### config.mk
export PLATFORM = sky130hd
export DESIGN_NAME = fetch_stage
export DESIGN_NICKNAME = d
export VERILOG_FILES = /design/src/rtl/fetch_stage.sv
export SDC_FILE = /design/constraint.sdc
export NUM_CORES = 1
export LEC_CHECK = 0
export CORE_MARGIN = 5
export CORE_UTILIZATION = 35
export DETAILED_ROUTE_END_ITERATION = 10
export PLACE_DENSITY = 0.75
export SETUP_SLACK_MARGIN = 0.05
export SYNTH_ARGS = -nofsm -noshare
export SYNTH_HDL_FRONTEND = slang
export SYNTH_SLANG_ARGS = --single-unit
### constraint.sdc
create_clock -name clk -period 3.1 [get_ports clk]
set_clock_uncertainty 0.05 [all_clocks]
set_input_delay 0.465 -clock clk [delete_from_list [all_inputs] [get_ports clk]]
set_output_delay 0.465 -clock clk [all_outputs]
set_load 0.1 [all_outputs]
### src/rtl/fetch_stage.sv
// Instruction-fetch stage: owns the PC, drives the combinational imem read port
// and latches the returned word with its PC into the IF/ID pipeline register.
module fetch_stage #(
   parameter logic [31:0] RESET_PC = 32'h0000_0000
) (
   input  logic        clk,
   input  logic        rst_n,
   output logic [31:0] imem_addr,
   input  logic [31:0] imem_rdata,
   input  logic        stall_f,
   input  logic        flush_d,
   input  logic        redirect_valid,
   input  logic [31:0] redirect_target,
   output logic [31:0] if_id_instr,
   output logic [31:0] if_id_pc,
   output logic [31:0] if_id_pc_plus4,
   output logic        if_id_valid,
   output logic        misalign_fault,
   output logic [31:0] fetch_count
);

   localparam logic [31:0] NOP = 32'h0000_0013;

   logic [31:0] pc_q;
   logic [31:0] pc_plus4;
   logic [31:0] pc_next;
   logic        capture;
   logic [31:0] instr_q;
   logic [31:0] id_pc_q;
   logic [31:0] id_pc_plus4_q;
   logic        valid_q;
   logic        fault_q;
   logic [31:0] fetch_count_q;

   assign pc_plus4 = pc_q + 32'd4;

   // Stall/flush/redirect are level controls sampled at posedge; there is no
   // valid/ready handshake, and a redirect always beats a stall.
   always_comb begin
      pc_next = pc_plus4;
      if (redirect_valid) begin
         pc_next = {redirect_target[31:2], 2'b00};
      end else if (stall_f) begin
         pc_next = pc_q;
      end
   end

   assign capture = !flush_d && !redirect_valid && !stall_f;

   always_ff @(posedge clk) begin
      if (!rst_n) begin
         pc_q          <= RESET_PC;
         instr_q       <= NOP;
         id_pc_q       <= 32'd0;
         id_pc_plus4_q <= 32'd0;
         valid_q       <= 1'b0;
         fault_q       <= 1'b0;
         fetch_count_q <= 32'd0;
      end else begin
         pc_q <= pc_next;
         // A squash keeps the old PC fields so debug still sees where it was.
         if (flush_d || redirect_valid) begin
            instr_q <= NOP;
            valid_q <= 1'b0;
         end else if (capture) begin
            instr_q       <= imem_rdata;
            id_pc_q       <= pc_q;
            id_pc_plus4_q <= pc_plus4;
            valid_q       <= 1'b1;
            fetch_count_q <= fetch_count_q + 32'd1;
         end
         if (redirect_valid && (redirect_target[1:0] != 2'b00)) begin
            fault_q <= 1'b1;
         end
      end
   end

   assign imem_addr      = pc_q;
   assign if_id_instr    = instr_q;
   assign if_id_pc       = id_pc_q;
   assign if_id_pc_plus4 = id_pc_plus4_q;
   assign if_id_valid    = valid_q;
   assign misalign_fault = fault_q;
   assign fetch_count    = fetch_count_q;

endmodule

==> flow_summary.ini <==
[run_status]
status = complete, no violations

[synthesis]
synth_cell_types = 45
synth-async-reset-ratio_pct = 0
synth_cells = 819
synthesis.area_mm2 = 0.00689
ys_seq_elements = 156
synth_area_per_cell_um2 = 8.42
synth_edf_count = 0
yosys_warnings = 0
ys.flop_type = dfxtp_1
yosysSeqAreaShare_pct = 45.3

[sta]
rsz0062_at_grt = false
slew_violations = 0
final.setup.tns_ps = 0
slew_headroom_pct = 45.0
fmax_mhz = 379
min_period_ps = 2640
setup_violations = 0
period_share_pct = 85.1
hold_violations = 0
tightest_slew_ps = 817

[power_and_ir_drop]
seq_power_share_pct = 41.7
clock_power_share_pct = 41.2
p_int_mw = 3.52
netSwitchingPower_mw = 1.64
total_power_mw = 5.16
switching_share_pct = 31.8
power_density_mw_per_mm2 = 540
p_leak_nw = 3.56
combPwrFrac_pct = 17.2
ir_drop_uv = 323

[cts]
root_buffer = clkbuf_16
cts.repair.resized = 0
cts.sinks = 156
cts_tree = yes
clkTransAtPathRegs_ps = 70
cts_buffer_depth = 2
cts-htree-levels = 4
cts_made_buffers = 17
cts_setup_buffers = 0
holdBufCountCts = 0
clock_latency_ps = 420

[final_layout]
antennaDiodeCount = 0
fin_cells = 1286
area_growth_pct = 38.6
drive_gt1_share_pct = 24.3
nets = 1079

[placement]
gp_congestion = 0.856
placedCellCount = 1254
dp_hpwl_um = 15500
portBuffers = 224

[global_route]
grt_pass1_wl_um = 35300
antenna_found_initial = 0
gr-total-overflow = 0
gr-usage-all-layers_pct = 19.4
grt_max_degree = 68
grt_pass1_vias = 6428

[floorplan]
dieWidth_um = 150
dieArea_mm2 = 0.0226
die_h_um = 150
initial_utilization_pct = 35.5
rows = 51
pin_count = 231
core_mm2 = 0.0194

[route]
finalWirelength_um = 22700
dr.pass1.iters = 5
ant_nets = 0
avgViaCountPerCell = 5.41
drc = 0
routedWlPerCell_um = 17.6
dr_total_vias = 6955
drt-initial-drc-count = 391

[run]
maxCapViolCount = 0

[setup_path]
criticalPathCategory = in -> reg
critPathLaunchType = input port
critPathLaunch = redirect_valid
crit_fanout = 17
rr_worst_depth = 4
regToRegStartpoint = imem_addr[6]
reg2reg_slack_ps = 590
crit_arrival_ps = 2940
critPathRequiredTime_ps = 3400
cp-end-kind = flip-flop
endpoint = fetch_count[31]
rr_endpoint = if_id_pc_plus4[28]

[worst_hold_path]
hold_path_class = in -> reg
hold_path_startpoint = rst_n
==> layout make-up <==
class / instances / area (µm²)
inverter: 12 / 45.0
clock buffer: 19 / 443
sequential: 156 / 3120
timing repair buffer: 245 / 2020
tap: 265 / 332
multi-input combinational: 576 / 3430
fill: 1913 / 9850
clock inverter: 13 / 155
==> metal layers <==
layer	share of wire [%]	global-route usage [%]	vias up
met5	0	0	-
met4	2.2	6.86	0
met3	8.9	5.51	38
met2	45	29.4	285
met1	44	26.6	3247
li1	-	-	3385
==> cell usage in the layout, fill, tap and decap left out, types with 2 or more instances in the layout <==
cell,instances
and4_1,11
clkinv_4,3
o31ai_1,15
clkbuf_16,17
a211oi_1,16
dfxtp_1,156
nand3_1,24
clkdlybuf4s50_1,66
inv_1,11
or2_2,3
inv_6,4
bufinv_16,2
buf_12,2
a21oi_1,71
ha_1,2
nor4_1,17
xor2_1,6
buf_2,2
or4_1,21
xnor2_1,22
nor3_1,27
o221a_2,29
o21ai_0,75
nor3b_1,3
and3_1,3
conb_1,6
or3_1,30
nand2b_1,5
a311oi_1,8
nand2_1,93
o31a_1,4
nand4_1,17
and2_1,2
clkinvlp_4,3
buf_4,175
a31oi_1,14
mux2i_1,2
nor2_1,32
nor2b_1,4
==> how the worst min path moves through the flow <==
stage / end / depth (start not counted) / slack (ps)
global placement: misalign_fault / 2 / 380
global route: fetch_count[2] / 2 / 320
CTS: fetch_count[2] / 2 / 300
finish: fetch_count[2] / 2 / 330
detailed placement: misalign_fault / 2 / 390
floorplan: if_id_valid / 1 / 490
==> sequential cells by signal (all words and copies together), names as in the netlist <==
name	cells
fetch_count	32
if_id_valid	1
imem_addr	30
if_id_pc	30
misalign_fault	1
if_id_instr	32
if_id_pc_plus4	30
==> power by group through the flow <==
stage	Combinational [mW]	Sequential, mW	Clock (mW)
6_report	0.886	2.15	2.12
3_3_place_gp	0.886	2.19	0
5_1_grt	0.928	2.16	2.27
2_1_floorplan	0.229	2.59	0
4_1_cts	0.891	2.15	2.17
3_5_place_dp	0.888	2.19	0
==> stage by stage <==
step	util (%)	setup WS, ps	hold WS [ps]	instance area [µm²]
after floorplan	-	247	494	6910
after global placement	46.1	102	384	8950
after detailed placement	46.1	57.8	391	8950
after CTS	49.2	494	305	9550
after global routing	49.2	372	324	9550
final	49.2	462	327	9550
==> synth_stat cells, types with 17 or more instances <==
master,n,share of area [%]
dfxtp_1,156,45
nand2_1,93,5.1
o21ai_0,75,5.4
a21oi_1,71,5.2
clkbuf_1,63,3.4
nor2_1,33,1.8
or3_1,31,2.8
o221a_2,29,4.7
nor3_1,28,2.0
nand3_1,24,1.7
xnor2_1,22,2.8
or4_1,21,2.3
nor4_1,18,1.6
nand4_1,17,1.5
==> cell families (layout without fill, tap and decap cells) <==
kind of cell	count (synthesis)	in the layout	share of synthesized area, %
muxes	2	2	0.290
and+or+nand+nor	301	301	22.9
buffers and inverters	92	289	5.45
xor gates and xnor gates	28	28	3.56
DFF	156	156	45.3
adders and majority gates	2	2	0.363
other	1	6	0.0544
AOI/OAI and AO/OA	237	237	22.1
==> critical path, cell delays in order <==
cell and delay (ps):
clkdlybuf4s50_1 430, or4b_4 590, or4_1 760, or4_1 550
a21oi_1 140
Power figures use the tool's default switching activity.
